File: src/rtl/hilo_muldiv_pkg.sv
// Shared definitions for the HI/LO multiply/divide unit.
//   DEF_WIDTH : default operand width
//   OP_*      : op_sel encodings
//   state_e   : sequencer states
package hilo_muldiv_pkg;

  localparam int DEF_WIDTH = 32;

  localparam logic [1:0] OP_MULT  = 2'b00;
  localparam logic [1:0] OP_MULTU = 2'b01;
  localparam logic [1:0] OP_DIV   = 2'b10;
  localparam logic [1:0] OP_DIVU  = 2'b11;

  typedef enum logic [1:0] {
    IDLE = 2'd0,
    CALC = 2'd1,
    FIX  = 2'd2
  } state_e;

endpackage

File: src/rtl/hilo_muldiv_if.sv
// Execute-stage interface of the multiply/divide unit.
//   master : pipeline side (request, operands, cancel, MTHI/MTLO)
//   slave  : unit side (busy/stall, done pulse, HI/LO registers)
interface hilo_muldiv_if #(
  parameter int WIDTH = hilo_muldiv_pkg::DEF_WIDTH
);
  logic             start;
  logic [1:0]       op_sel;
  logic [WIDTH-1:0] src_a;
  logic [WIDTH-1:0] src_b;
  logic             cancel;
  logic             hi_we;
  logic             lo_we;
  logic [WIDTH-1:0] wdata;
  logic             busy;
  logic             done;
  logic [WIDTH-1:0] hi;
  logic [WIDTH-1:0] lo;

  modport master (
    output start, op_sel, src_a, src_b, cancel, hi_we, lo_we, wdata,
    input  busy, done, hi, lo
  );

  modport slave (
    input  start, op_sel, src_a, src_b, cancel, hi_we, lo_we, wdata,
    output busy, done, hi, lo
  );
endinterface

File: src/rtl/hilo_muldiv_sign_fix.sv
// Conditional two's-complement negate.
//   neg  : 1 = output -din, 0 = output din
//   din  : W-bit value
//   dout : W-bit result
module hilo_muldiv_sign_fix #(
  parameter int W = 32
) (
  input  logic         neg,
  input  logic [W-1:0] din,
  output logic [W-1:0] dout
);
  assign dout = neg ? (~din + 1'b1) : din;
endmodule

File: src/rtl/hilo_muldiv.sv
// Iterative multiply/divide unit with HI/LO registers.
//   clk, resetn : system clock, async active-low reset
//   bus (slave) : start/op_sel/src_a/src_b request, cancel flush,
//                 hi_we/lo_we/wdata MTHI/MTLO, busy stall, done pulse, hi/lo
//
// state | meaning
// IDLE  | waiting for start; MTHI/MTLO writes accepted
// CALC  | WIDTH shift-add or restoring-divide iterations
// FIX   | sign fix-up, HI/LO write, done pulse
module hilo_muldiv import hilo_muldiv_pkg::*; #(
  parameter int WIDTH = DEF_WIDTH
) (
  input  logic         clk,
  input  logic         resetn,
  hilo_muldiv_if.slave bus
);
  localparam int CW = $clog2(WIDTH);

  state_e             state;
  logic [2*WIDTH-1:0] acc;
  logic [WIDTH-1:0]   opnd;
  logic [CW-1:0]      count;
  logic               is_div;
  logic               neg_res;
  logic               neg_rem;
  logic               busy_q, done_q;
  logic [WIDTH-1:0]   hi_q, lo_q;

  logic             is_signed, sgn_a, sgn_b, b_zero, req_div;
  logic [WIDTH-1:0] mag_a, mag_b;

  assign is_signed = (bus.op_sel == OP_MULT) || (bus.op_sel == OP_DIV);
  assign sgn_a     = is_signed & bus.src_a[WIDTH-1];
  assign sgn_b     = is_signed & bus.src_b[WIDTH-1];
  assign b_zero    = (bus.src_b == '0);
  assign req_div   = bus.op_sel[1];

  hilo_muldiv_sign_fix #(.W(WIDTH)) u_abs_a (.neg(sgn_a), .din(bus.src_a), .dout(mag_a));
  hilo_muldiv_sign_fix #(.W(WIDTH)) u_abs_b (.neg(sgn_b), .din(bus.src_b), .dout(mag_b));

  // Multiply: acc = {partial, multiplier}; add multiplicand on lsb, shift right.
  logic [WIDTH:0] mul_sum;
  assign mul_sum = {1'b0, acc[2*WIDTH-1:WIDTH]} +
                   (acc[0] ? {1'b0, opnd} : {(WIDTH+1){1'b0}});

  // Divide: acc = {remainder, quotient}; borrow in bit WIDTH means restore.
  logic [WIDTH:0] div_shl, div_diff;
  assign div_shl  = {acc[2*WIDTH-1:WIDTH], acc[WIDTH-1]};
  assign div_diff = div_shl - {1'b0, opnd};

  logic [2*WIDTH-1:0] prod_fix;
  logic [WIDTH-1:0]   quo_fix, rem_fix;

  hilo_muldiv_sign_fix #(.W(2*WIDTH)) u_fix_prod (.neg(neg_res), .din(acc), .dout(prod_fix));
  hilo_muldiv_sign_fix #(.W(WIDTH)) u_fix_quo (.neg(neg_res), .din(acc[WIDTH-1:0]), .dout(quo_fix));
  hilo_muldiv_sign_fix #(.W(WIDTH)) u_fix_rem (.neg(neg_rem), .din(acc[2*WIDTH-1:WIDTH]), .dout(rem_fix));

  always_ff @(posedge clk or negedge resetn) begin
    if (!resetn) begin
      state   <= IDLE;
      acc     <= '0;
      opnd    <= '0;
      count   <= '0;
      is_div  <= 1'b0;
      neg_res <= 1'b0;
      neg_rem <= 1'b0;
      busy_q  <= 1'b0;
      done_q  <= 1'b0;
      hi_q    <= '0;
      lo_q    <= '0;
    end else begin
      done_q <= 1'b0;
      case (state)
        IDLE: begin
          if (bus.hi_we) hi_q <= bus.wdata;
          if (bus.lo_we) lo_q <= bus.wdata;
          if (bus.start && !bus.cancel) begin
            is_div  <= req_div;
            acc     <= {{WIDTH{1'b0}}, (req_div ? mag_a : mag_b)};
            opnd    <= req_div ? mag_b : mag_a;
            // With a zero divisor the unsigned quotient is already all ones
            // and the sign-restored remainder equals the raw dividend.
            neg_res <= (sgn_a ^ sgn_b) & ~(req_div & b_zero);
            neg_rem <= sgn_a;
            count   <= '0;
            busy_q  <= 1'b1;
            state   <= CALC;
          end
        end
        CALC: begin
          if (bus.cancel) begin
            busy_q <= 1'b0;
            state  <= IDLE;
          end else begin
            if (is_div) begin
              if (div_diff[WIDTH])
                acc <= {div_shl[WIDTH-1:0], acc[WIDTH-2:0], 1'b0};
              else
                acc <= {div_diff[WIDTH-1:0], acc[WIDTH-2:0], 1'b1};
            end else begin
              acc <= {mul_sum, acc[WIDTH-1:1]};
            end
            count <= count + 1'b1;
            if (count == CW'(WIDTH-1)) state <= FIX;
          end
        end
        FIX: begin
          busy_q <= 1'b0;
          state  <= IDLE;
          if (!bus.cancel) begin
            done_q <= 1'b1;
            if (is_div) begin
              hi_q <= rem_fix;
              lo_q <= quo_fix;
            end else begin
              hi_q <= prod_fix[2*WIDTH-1:WIDTH];
              lo_q <= prod_fix[WIDTH-1:0];
            end
          end
        end
        default: begin
          busy_q <= 1'b0;
          state  <= IDLE;
        end
      endcase
    end
  end

  assign bus.busy = busy_q;
  assign bus.done = done_q;
  assign bus.hi   = hi_q;
  assign bus.lo   = lo_q;

endmodule

File: src/flat_wrapper.sv
// flat-port wrapper written by rule: the top's interface ports become plain ports
module hilo_muldiv_flat import hilo_muldiv_pkg::*;
#(
  parameter int WIDTH = DEF_WIDTH
)
  (clk, resetn, bus_start, bus_op_sel, bus_src_a, bus_src_b, bus_cancel, bus_hi_we, bus_lo_we, bus_wdata, bus_busy, bus_done, bus_hi, bus_lo);
  hilo_muldiv_if #(.WIDTH(WIDTH)) bus_i ();
  input  logic clk;
  input  logic resetn;
  input wire logic [$bits(bus_i.start)-1:0] bus_start;
  input wire logic [$bits(bus_i.op_sel)-1:0] bus_op_sel;
  input wire logic [$bits(bus_i.src_a)-1:0] bus_src_a;
  input wire logic [$bits(bus_i.src_b)-1:0] bus_src_b;
  input wire logic [$bits(bus_i.cancel)-1:0] bus_cancel;
  input wire logic [$bits(bus_i.hi_we)-1:0] bus_hi_we;
  input wire logic [$bits(bus_i.lo_we)-1:0] bus_lo_we;
  input wire logic [$bits(bus_i.wdata)-1:0] bus_wdata;
  output wire logic [$bits(bus_i.busy)-1:0] bus_busy;
  output wire logic [$bits(bus_i.done)-1:0] bus_done;
  output wire logic [$bits(bus_i.hi)-1:0] bus_hi;
  output wire logic [$bits(bus_i.lo)-1:0] bus_lo;
  assign bus_i.start = bus_start;
  assign bus_i.op_sel = bus_op_sel;
  assign bus_i.src_a = bus_src_a;
  assign bus_i.src_b = bus_src_b;
  assign bus_i.cancel = bus_cancel;
  assign bus_i.hi_we = bus_hi_we;
  assign bus_i.lo_we = bus_lo_we;
  assign bus_i.wdata = bus_wdata;
  assign bus_busy = bus_i.busy;
  assign bus_done = bus_i.done;
  assign bus_hi = bus_i.hi;
  assign bus_lo = bus_i.lo;
  hilo_muldiv #(.WIDTH(WIDTH)) u_core (.clk(clk), .resetn(resetn), .bus(bus_i));
endmodule
File: config.mk
export PLATFORM = sky130hd
export DESIGN_NAME = hilo_muldiv_flat
export DESIGN_NICKNAME = d
export VERILOG_FILES = /design/src/rtl/hilo_muldiv_pkg.sv /design/src/rtl/hilo_muldiv_if.sv /design/src/rtl/hilo_muldiv_sign_fix.sv /design/src/rtl/hilo_muldiv.sv /design/src/flat_wrapper.sv
export SDC_FILE = /design/constraint.sdc
export NUM_CORES = 1
export LEC_CHECK = 0
export ABC_CLOCK_PERIOD_IN_PS = 6830
export CORE_UTILIZATION = 50
export DETAILED_ROUTE_END_ITERATION = 8
export GPL_TIMING_DRIVEN = 0
export HOLD_SLACK_MARGIN = 0.1
export PLACE_DENSITY = 0.71
export SYNTH_ARGS = -nofsm -noshare
export SYNTH_HDL_FRONTEND = slang
export SYNTH_HIERARCHICAL = 1
export SYNTH_SLANG_ARGS = --single-unit
File: constraint.sdc
create_clock -name clk -period 6.83 [get_ports clk]
set_input_delay 1.0245 -clock clk [delete_from_list [all_inputs] [get_ports clk]]
set_output_delay 1.0245 -clock clk [all_outputs]
set_load 0.005 [all_outputs]
==> Word level (Yosys, flattened, before mapping) <==
Cells that the tools add are included.
{ "word_totals": {"regBits": 172, "input_bits": 104, "out_inout_bits": 66, "wordCells": 88} }
{ "classes": {"n_addsub": 8, "n_eq_ne": 11, "muxes": 33, "n_bitwise": 11, "reduce_logical": 14} }
{ "ops": {"columns": ["operator", "n"], "rows": [
  ["$mux 32", 13],
  ["$mux 64", 5],
  ["$add 32x1->32 const B", 4],
  ["$not 32->32", 4],
  ["$pmux 32 s2", 2],
  ["$pmux 64 s2", 1],
  ["$add 64x1->64 const B", 1],
  ["$not 64->64", 1],
  ["$add 32x33->33", 1],
  ["$sub 33x32->33", 1],
  ["$logic_not 32->1", 1],
  ["$mux 5", 2],
  ["$ne 2x2->1 const B", 5],
  ["$pmux 5 s2", 1],
  ["$reduce_and 3->1", 3],
  ["$mux 2", 3],
  ["$reduce_and 2->1", 3],
  ["$add 5x1->5 const B", 1],
  ["$eq 5x5->1 const B", 1],
  ["$and 1x1->1", 4],
  ["$eq 2x2->1 const B", 2],
  ["$logic_not 2->1", 2],
  ["$mux 1", 4],
  ["$pmux 2 s2", 1],
  ["10 further kinds", 11]
]} }

==> Depth between registers and ports, before layout <==
Gate-level depths: netlist of the first run.
{ "logic_depth": {"word_depth": 7, "mapped_depth": 15, "mapped_depth_nobuf": 14} }

==> By module <==
Netlist of the first run, hierarchy kept.
{ "by_module_without_submodules": {"columns": ["mod", "n_inst", "cells_per_inst", "area_per_inst_um2", "seq_area_each_um2"], "rows": [
  ["hilo_muldiv", 1, 1464, 12951.2, 4304.1],
  ["hilo_muldiv_sign_fix (u_core.u_abs_a ...)", 4, 99, 777.0, 0.0],
  ["hilo_muldiv_sign_fix (u_core.u_fix_prod)", 1, 206, 1649.1, 0.0]
]} }

==> Worst setup path after synthesis of the first run <==
Ideal clock, no wire load.
{ "synth_path": {"kind": "reg2reg", "start": "register u_core.acc[0]", "end": "register u_core.acc[56]", "setup_ps": 138, "t_arrival_ps": 2993, "required_ps": 6692, "setup_slack_ps": 3698, "stages_incl_launch_ff": 14, "n_path_buf": 1, "synth_period_minus_slack_ps": 3132, "path_cell_list": "dfrtp_1 -> clkbuf_1 -> and2_1 -> ha_1 -> a21o_1 -> a21o_1 -> a221oi_1 -> o21ai_1 -> a31oi_1 -> a21oi_1 -> o2111a_1 -> or3_1 -> o2111ai_1 -> o211ai_1"} }
{ "synth_between": {"elab_chain_cells": 5} }
{ "synth_rtl": {"columns": ["element", "line_no", "rtl"], "rows": [
  ["from (decl)", "hilo_muldiv.sv:20", "logic [2*WIDTH-1:0] acc;"],
  ["from (signal assigned)", "hilo_muldiv.sv:79", "acc <= {{WIDTH{1'b0}}, (req_div ? mag_a : mag_b)};"],
  ["from (signal assigned)", "hilo_muldiv.sv:97", "acc <= {div_shl[WIDTH-1:0], acc[WIDTH-2:0], 1'b0};"],
  ["from (signal assigned)", "hilo_muldiv.sv:99", "acc <= {div_diff[WIDTH-1:0], acc[WIDTH-2:0], 1'b1};"],
  ["$mux 32", "hilo_muldiv.sv:44", "(acc[0] ? {1'b0, opnd} : {(WIDTH+1){1'b0}});"],
  ["$add 32x33->33", "hilo_muldiv.sv:43", "assign mul_sum = {1'b0, acc[2*WIDTH-1:WIDTH]} +"],
  ["$mux 64", "hilo_muldiv.sv:95", "if (is_div) begin"],
  ["$mux 64", "hilo_muldiv.sv:91", "if (bus.cancel) begin"],
  ["$pmux 64 s2", "hilo_muldiv.sv:73", "case (state)"]
]} }
No other way between the ends. The select of a mux whose other input is x is not followed.
A chain may end at the register's enable or synchronous reset.

==> Worst setup path in the final report of the first run <==
Same ends and word-level chain as after synthesis.

==> results of run 1 <==
-- registers in the layout (all words and copies together), names as in the netlist, 2 cells and up --
name           flops
u_core/acc        64
u_core/bus.hi     32
u_core/bus.lo     32
u_core/opnd       32
u_core/count       5
u_core/state       2
-- layer usage --
metal	routed length, um	part of all wire
met5	0	0
met4	1970	0.031
met3	5010	0.079
met2	28700	0.45
met1	27700	0.44
-- worst max-delay path: cells and delay by family, from the launching register on --
kind	cells	cell delay, ps
AOI/OAI and AO/OA	9	1900
DFF	1	830
and+or+nand+nor	2	500
buffers and inverters	1	370
adders and majority gates	1	290
-- stage by stage --
| step | hold slack (ps) | setup slack [ps] | area [um2] | TNS [ps] | total power, mW |
|---|---|---|---|---|---|
| global placement | 459 | -2510 | 20000 | -425690 | 5.16 |
| floorplan | 473 | 3700 | 17700 | 0 | 4.10 |
| global route | 485 | 2560 | 20600 | 0 | 6.71 |
| CTS | 478 | 2830 | 20600 | 0 | 6.27 |
| detailed placement | 465 | 2850 | 20000 | 0 | 5.24 |
| finish | 471 | 2760 | 20600 | 0 | 6.35 |
-- layout make-up --
| class | instances | area share |
|---|---|---|
| plain buffers | 118 | 0.0251 |
| inverters | 57 | 0.0104 |
| clock inverters | 15 | 0.00881 |
| clock buffers | 17 | 0.0206 |
| repair buffers | 169 | 0.0832 |
| diodes | 1 | 0.000121 |
| flip-flops and latches | 172 | 0.209 |
| well taps | 455 | 0.0276 |
| multi-input cells | 1719 | 0.615 |
-- cell usage in the layout, fill, tap and decap left out, types with 25 or more instances in the layout --
cell and count:
xnor2_1 210, dfrtp_1 172, clkdlybuf4s50_1 167, nand2_1 154
nor2_1 150, mux2i_1 149, a21oi_1 116, o21ai_0 109
a21o_1 95, clkbuf_1 80, ha_1 71, a211oi_1 68
inv_1 57, o31ai_1 55, o21ai_1 37, and2_1 35
mux2_2 33, nand3_1 29, o41ai_1 28, nand4_1 26
xor2_1 26, nand2b_1 25
-- cell families (layout without fill, tap and decap cells) --
logic type | after synthesis | after routing | share of synthesized area
buffers and inverters | 175 | 376 | 0.0413
DFF | 172 | 172 | 0.243
and+or+nand+nor | 594 | 594 | 0.189
muxes | 184 | 184 | 0.106
AOI/OAI and AO/OA | 631 | 631 | 0.250
xor gates and xnor gates | 237 | 237 | 0.118
adders and majority gates | 73 | 73 | 0.0524
other | 0 | 1 | 0
-- report_power, final --
part | switching [mW] | internal (mW) | total, mW
Sequential | 0.572 | 1.21 | 1.78
Clock | 0.494 | 0.524 | 1.02
Combinational | 2.01 | 1.54 | 3.55
-- final timing paths --
kind	slack [ps]	start	depth (start not counted)	to
hold / removal	470	resetn	1	u_core/bus.lo[25]
setup reg to reg	2760	u_core/acc[0]	13	u_core/acc[56]
setup / recovery	2760	u_core/acc[0]	13	u_core/acc[56]
max in group asynchronous	5380	resetn	2	u_core/opnd[10]
min in group clk	480	u_core/bus.hi[24]	1	u_core/bus.hi[24]
hold reg to reg	480	u_core/bus.hi[24]	1	u_core/bus.hi[24]
==> impl_metrics.json, run 1 <==
{
  "use_met2": 0.553,
  "cp-end-kind": "flip-flop",
  "ys_types": 88,
  "start_util": 0.510,
  "die_area_um2": 36200,
  "gr-usage-all-layers": 0.350,
  "die_x_um": 190,
  "multi_input_area_um2": 12700,
  "core.rowCount": 68,
  "power_density_nw_per_um2": 308,
  "period_share": 0.596,
  "crit_chain": "clkbuf_1, and2_1, ha_1, a21o_1, a31o_1, o211ai_1, o21ai_1, a31oi_1, a21oi_1, o2111a_1, or3_1, o2111ai_1, o211ai_1",
  "tightest_slew_ps": 1120,
  "max_freq_mhz": 246,
  "path_class": "flip-flop to flip-flop",
  "numCtsBuffers": 17,
  "die_y_um": 190,
  "postLayoutCoreUtil": 0.593,
  "final_nets": 2431,
  "run_status": "finished clean",
  "synth.avg_cell_area_um2": 8.57,
  "dp_hpwl_um": 50300,
  "cts_resized": 0,
  "gr-usage-met1": 0.482,
  "routed_wirelength_um": 63400,
  "yosysMostFrequentCell": "xnor2_1",
  "drv_slew": 0,
  "synth_common_cells": "xnor2_1 (210), dfrtp_1 (172), nand2_1 (154)",
  "async_reset_ff_frac": 1.00,
  "skew_ps": 14.7,
  "layout.cells.non_filler": 2723,
  "portBuffers": 168,
  "placedCellCount": 2690,
  "yosys_warnings": 6,
  "regArea_um2": 4300,
  "drt.antenna.violating_nets": 0,
  "netlist_top_cells_area": "dfrtp_1 (24%), xnor2_1 (10%), mux2i_1 (8.4%), ha_1 (5.0%), a21o_1 (4.0%)",
  "min_period_ps": 4070,
  "synth_area_um2": 17700,
  "dr.first_iter.drc_count": 1891,
  "grt-busiest-layer": "met2",
  "cts_setup_buffers": 0,
  "cts_tree": "built",
  "clock_tree.buffer_depth": 2,
  "rsz0062_at_grt": "no",
  "fillerInstances": 3188,
  "crit_path_start_kind": "flip-flop",
  "cts_root_buf": "clkbuf_16",
  "met3_usage": 0.0590,
  "relSlewSlack": 0.250,
  "num_vias": 17500,
  "crit_fanout": 16,
  "clock_sinks": 172,
  "ys.flop_type": "dfrtp_1",
  "yosysTopAreaCell": "dfrtp_1",
  "synth_nets": 2243,
  "netlist.area_leader.share": 0.243,
  "critPathMaxStageDelay_ps": 830,
  "grt_pass1_vias": 16600,
  "place.gp.congestion": 0.987,
  "core_um2": 34700,
  "holdCritPathClass": "primary input to async pin",
  "setup_violations": 0,
  "syn_to_final_growth_pct": 16.3,
  "vias_per_cell": 6.41,
  "leakagePower_nw": 8.59,
  "hold_viol_final": 0,
  "io_pins": 170,
  "wl_per_cell_um": 23.3,
  "maxCapViolCount": 0,
  "ys_ff_latch": 172,
  "grt_start_max_net_pins": 120,
  "gr-total-overflow": 0,
  "holdBufCountCts": 0,
  "h-tree-depth": 4,
  "synth_edf_count": 0,
  "dr.pass1.iters": 5,
  "clk_pin_slew_worst_paths_ps": 70,
  "drc": 0,
  "slowest_stage": "dfrtp_1",
  "cp.required_ps": 7140,
  "antenna_found_initial": 0,
  "drive_above_1_share": 0.0737,
  "grt_first_pass_wirelength_um": 96800,
  "arrival_ps": 4380,
  "ir_drop_mv": 0.219,
  "yosysSeqAreaShare": 0.243,
  "synth_cells": 2066,
  "clkLatencyLatePin_ps": 460,
  "cpMostUsedCell": "o211ai_1"
}
Power figures use the tool's default switching activity.
==> inputs of run 2 (changes only) <==
--- a/config.mk
+++ b/config.mk
@@ -5,7 +5,7 @@
 export SDC_FILE = /design/constraint.sdc
 export NUM_CORES = 1
 export LEC_CHECK = 0
-export ABC_CLOCK_PERIOD_IN_PS = 6830
+export ABC_CLOCK_PERIOD_IN_PS = 3800
 export CORE_UTILIZATION = 50
 export DETAILED_ROUTE_END_ITERATION = 8
 export GPL_TIMING_DRIVEN = 0
==> constraint.sdc (replaced) <==
create_clock -name clk -period 3.8 [get_ports clk]
set_input_delay 0.57 -clock clk [delete_from_list [all_inputs] [get_ports clk]]
set_output_delay 0.57 -clock clk [all_outputs]
set_load 0.005 [all_outputs]
==> run 2 against run 1 <==
Against the previous run:
- via count is 0.48% higher
- non-clock buffer count up 3
- sequential power is 80% higher
- flip-flop and latch count stayed put
- die area did not move
- count of clock-buffer cells in the layout unchanged
==> impl_metrics.json, run 2 (synthesis gave the netlist of run 1 again) <==
{
  "placed_area_um2": 20000,
  "crit_family": "simple AND/OR/NAND/NOR gates",
  "portBuffers": 168,
  "clk_pin_slew_worst_paths_ps": 70,
  "place.gp.congestion": 0.987,
  "gr-total-overflow": 0,
  "final_nets": 2434,
  "start_util": 0.510,
  "largest_reg_flops": 64,
  "hold_slack_ps": 479,
  "io_pins": 170,
  "setup_violations": 0,
  "min_period_ps": 3690,
  "critPathMaxStageDelay_ps": 740,
  "finalPower_mw": 11.5,
  "holdCritPathClass": "flip-flop to flip-flop",
  "die_y_um": 190,
  "drive_above_1_share": 0.0846,
  "h-tree-depth": 4,
  "cp.required_ps": 4110,
  "final_common_cell": "xnor2_1",
  "max_freq_mhz": 271,
  "final_cell_mix": "xnor2_1 (210), clkdlybuf4s50_1 (167), dfrtp_1 (158), nand2_1 (153), nor2_1 (150)",
  "drv_slew": 0,
  "fillerInstances": 3178,
  "cp-end-kind": "flip-flop",
  "rsz0062_at_grt": "no",
  "dr.pass1.iters": 5,
  "dr.first_iter.drc_count": 1910,
  "die_x_um": 190,
  "die_area_um2": 36200,
  "antenna_found_initial": 0,
  "clock_sinks": 172,
  "maxCapViolCount": 0,
  "placedCellCount": 2690,
  "arrival_ps": 4010,
  "grt_start_max_net_pins": 120,
  "clock_tree.buffer_depth": 2,
  "skew_ps": 16.3,
  "ir_drop_mv": 0.386,
  "clkLatencyLatePin_ps": 460,
  "routed_wirelength_um": 63600,
  "vias_per_cell": 6.44,
  "crit_path_start_kind": "flip-flop",
  "numCtsBuffers": 17,
  "period_share": 0.972,
  "drc": 0,
  "gr-usage-all-layers": 0.350,
  "hold_viol_final": 0,
  "crit_fanout": 11,
  "leakagePower_nw": 8.60,
  "critPathBufInv": 2,
  "tightest_slew_ps": 1110,
  "setup_ws_ps": 105,
  "core.rowCount": 68,
  "wl_per_cell_um": 23.3,
  "num_vias": 17500,
  "cts_tree": "built",
  "path_class": "flip-flop to flip-flop",
  "dp_hpwl_um": 50300,
  "cts_root_buf": "clkbuf_16",
  "grt_pass1_vias": 16600,
  "syn_to_final_growth_pct": 16.8,
  "relSlewSlack": 0.257,
  "postLayoutCoreUtil": 0.596,
  "drt.antenna.violating_nets": 0,
  "top_register": "u_core/acc",
  "layout.cells.non_filler": 2726,
  "setup_tns_ps": 0,
  "core_um2": 34700,
  "crit_chain": "ha_1, nor3_1, nor4_1, o21ai_1, and3_1, o2111ai_2, o211ai_4, xnor2_4, buf_6, buf_12, mux2i_1, o221ai_1",
  "post-place-ws_ps": -175,
  "run_status": "finished clean",
  "power_density_nw_per_um2": 554,
  "grt_first_pass_wirelength_um": 96800,
  "slowest_stage": "dfrtp_1",
  "stdcell_area_um2": 20700
}
[run 2: changes by cell type in the layout (fill, tap and decap cells not counted), sizes merged]
| cell | before | now |
|---|---|---|
| clkbuf | 97 | 95 |
| dlygate4sd3 | 0 | 1 |
| buf | 40 | 44 |
[run 2: layer usage]
layer	wire, um	vias up	share of wire	global-route usage
li1	-	8040	-	-
met1	27700	8606	0.43	0.482
met2	28800	804	0.45	0.553
met3	5180	98	0.081	0.0590
met4	1990	0	0.031	0.120
met5	0	-	0	0
[run 2: area by class of cell]
cell class                 count  area, um2  share of cell area
tap                          455        569              0.0275
inverter                      57        214              0.0103
sequential                   172       4320               0.209
clock inverter                15        181             0.00877
antenna                        1       2.50            0.000121
multi-input combinational   1719      12700               0.614
timing repair buffer         174       1750              0.0848
buffer                       116        512              0.0248
clock buffer                  17        425              0.0206
[run 2: power by group]
part	total, mW	switching [mW]	leakage, nW	internal [mW]
Sequential	3.20	1.01	2.11	2.19
Combinational	6.44	3.65	6.19	2.78
Clock	1.83	0.885	0.298	0.942
[run 2: final timing paths]
check	slack, ps	cells after the start	endpoint	startpoint
setup / recovery	110	12	u_core/acc[44]	u_core/acc[37]
hold / removal	480	1	u_core/bus.hi[24]	u_core/bus.hi[24]
setup reg to reg	110	12	u_core/acc[44]	u_core/acc[37]
hold reg to reg	480	1	u_core/bus.hi[24]	u_core/bus.hi[24]
max in group asynchronous	2190	3	u_core/acc[34]	resetn
min in group asynchronous	610	2	u_core/bus.lo[28]	resetn
[run 2: timing repair]
item	4_1_cts	5_1_grt
pin swaps	0	1
setup buffers	0	4
resized for setup	3	22
hold endpoints to repair	53	0
hold buffers	1	0
setup endpoints to repair	9	32
==> inputs of run 3 (changes only) <==
--- a/config.mk
+++ b/config.mk
@@ -6,11 +6,13 @@
 export NUM_CORES = 1
 export LEC_CHECK = 0
 export ABC_CLOCK_PERIOD_IN_PS = 3800
-export CORE_UTILIZATION = 50
+export CAP_MARGIN = 10
+export CORE_UTILIZATION = 60
 export DETAILED_ROUTE_END_ITERATION = 8
 export GPL_TIMING_DRIVEN = 0
 export HOLD_SLACK_MARGIN = 0.1
-export PLACE_DENSITY = 0.71
+export PLACE_DENSITY = 0.83
+export SKIP_CTS_REPAIR_TIMING = 1
 export SYNTH_ARGS = -nofsm -noshare
 export SYNTH_HDL_FRONTEND = slang
 export SYNTH_HIERARCHICAL = 1
==> run 3 against run 2 <==
Against the previous run:
- flip-flop and latch count unchanged
- largest cell class unchanged
- combinational power about the same
- first-iteration DRC count up 20%
==> impl_metrics.json, run 3 (synthesis gave the netlist of run 1 again) <==
{
  "core_um2": 28900,
  "hold_viol_final": 0,
  "timing.rr.start": "u_core/acc[45]",
  "max_freq_mhz": 273,
  "drive_above_1_share": 0.0829,
  "grt_first_pass_wirelength_um": 96500,
  "cp.required_ps": 4130,
  "core.rowCount": 62,
  "routed_wirelength_um": 62300,
  "portBuffers": 168,
  "period_share": 0.964,
  "arrival_ps": 4000,
  "drt.antenna.violating_nets": 0,
  "gr-usage-all-layers": 0.410,
  "power_density_nw_per_um2": 556,
  "power_frac_comb": 0.562,
  "min_period_ps": 3660,
  "clkLatencyLatePin_ps": 460,
  "antenna_cells": 0,
  "gr-total-overflow": 0,
  "clk_pin_slew_worst_paths_ps": 80,
  "setup_violations": 0,
  "rsz0062_at_grt": "no",
  "hold_slack_ps": 79.3,
  "die_y_um": 174,
  "start_util": 0.614,
  "cp-end-kind": "flip-flop",
  "top_register": "u_core/acc",
  "dr.first_iter.drc_count": 2287,
  "drc": 0,
  "p_int_mw": 5.85,
  "relSlewSlack": 0.178,
  "r2r-end": "u_core/acc[62]",
  "leakagePower_nw": 8.57,
  "place.gp.congestion": 1.05,
  "ff2ff_setup_slack_ps": 140,
  "path_class": "flip-flop to flip-flop",
  "skew_ps": 15.6,
  "finalPower_mw": 11.4,
  "tightest_slew_ps": 1230,
  "timing.critical_path.from": "u_core/acc[45]",
  "holdCritPathClass": "primary input to async pin",
  "die_area_um2": 30200,
  "final_cell_mix": "xnor2_1 (210), clkdlybuf4s50_1 (167), dfrtp_1 (161), nand2_1 (154), nor2_1 (150)",
  "syn_to_final_growth_pct": 16.0,
  "grt_start_max_net_pins": 91,
  "crit_path_start_kind": "flip-flop",
  "h-tree-depth": 4,
  "dp_hpwl_um": 48800,
  "cts_tree": "built",
  "largest_reg_flops": 64,
  "clock_sinks": 172,
  "final_common_cell": "xnor2_1",
  "die_x_um": 174,
  "numCtsBuffers": 17,
  "crit_fanout": 10,
  "fillerInstances": 2341,
  "antenna_found_initial": 0,
  "vias_per_cell": 6.76,
  "p_switching_mw": 5.57,
  "p_sw_frac": 0.488,
  "multi_input_area_um2": 12700,
  "num_vias": 17900,
  "dr.pass1.iters": 7,
  "drv_slew": 0,
  "postLayoutCoreUtil": 0.712,
  "p_clk_frac": 0.158,
  "worstRegToRegCells": 12,
  "grt_pass1_vias": 17100,
  "seq_power_share": 0.280,
  "setup_tns_ps": 0,
  "maxCapViolCount": 0,
  "clock_tree.buffer_depth": 2,
  "final_nets": 2432,
  "ir_drop_mv": 0.294,
  "io_pins": 170,
  "cts_root_buf": "clkbuf_16",
  "regArea_um2": 4320,
  "wl_per_cell_um": 23.5,
  "run_status": "finished clean"
}
[run 3: critical path, cell delays in order, from the launching register on]
cell       delay, ps
dfrtp_1          600
ha_1             490
nand2_1          130
a21oi_1          160
nor2_1            70
or4_4            570
o2111ai_2        260
o211ai_4         170
xnor2_4          190
buf_6            190
nand2_1          260
o22ai_1          160
a221o_1          280
[run 3: metrics by stage]
stage / std cells / setup WS (ps) / instance area [um2]
2_1_floorplan: 2066 / 668 / 17700
5_1_grt: 2652 / 7.90 / 20500
6_report: 2652 / 136 / 20500
3_3_place_gp: 2618 / -5020 / 19900
3_5_place_dp: 2619 / -341 / 19900
4_1_cts: 2651 / -376 / 20500
[run 3: layout make-up]
type / count / area share
buffer: 118 / 0.0253
clock buffer: 18 / 0.0209
clock inverter: 14 / 0.00767
inverter: 57 / 0.0104
multi-input combinational: 1719 / 0.618
sequential: 172 / 0.210
tap: 384 / 0.0234
timing repair buffer: 170 / 0.0838
[run 3: how the worst max path moves through the flow]
stage / end / slack (ps)
5_1_grt: u_core/acc[54] / 8
3_5_place_dp: u_core/acc[56] / -340
4_1_cts: u_core/acc[56] / -380
2_1_floorplan: u_core/acc[56] / 670
3_3_place_gp: u_core/bus.lo[7] / -5020
6_report: u_core/acc[62] / 140
[run 3: metal layers]
metal	vias to the layer above	GRT usage	part of all wire
met5	-	0	0.00021
met4	2	0.200	0.048
met3	186	0.0822	0.10
met2	1117	0.639	0.44
met1	8597	0.542	0.41
li1	8019	-	-
[run 3: power by group through the flow]
stage          clock network [mW]  logic, mW  registers (mW)
2_1_floorplan                   0       4.55            2.82
3_3_place_gp                    0       6.00            3.16
3_5_place_dp                    0       6.16            3.19
4_1_cts                      1.80       6.21            3.15
5_1_grt                      1.88       6.89            3.24
6_report                     1.80       6.42            3.20
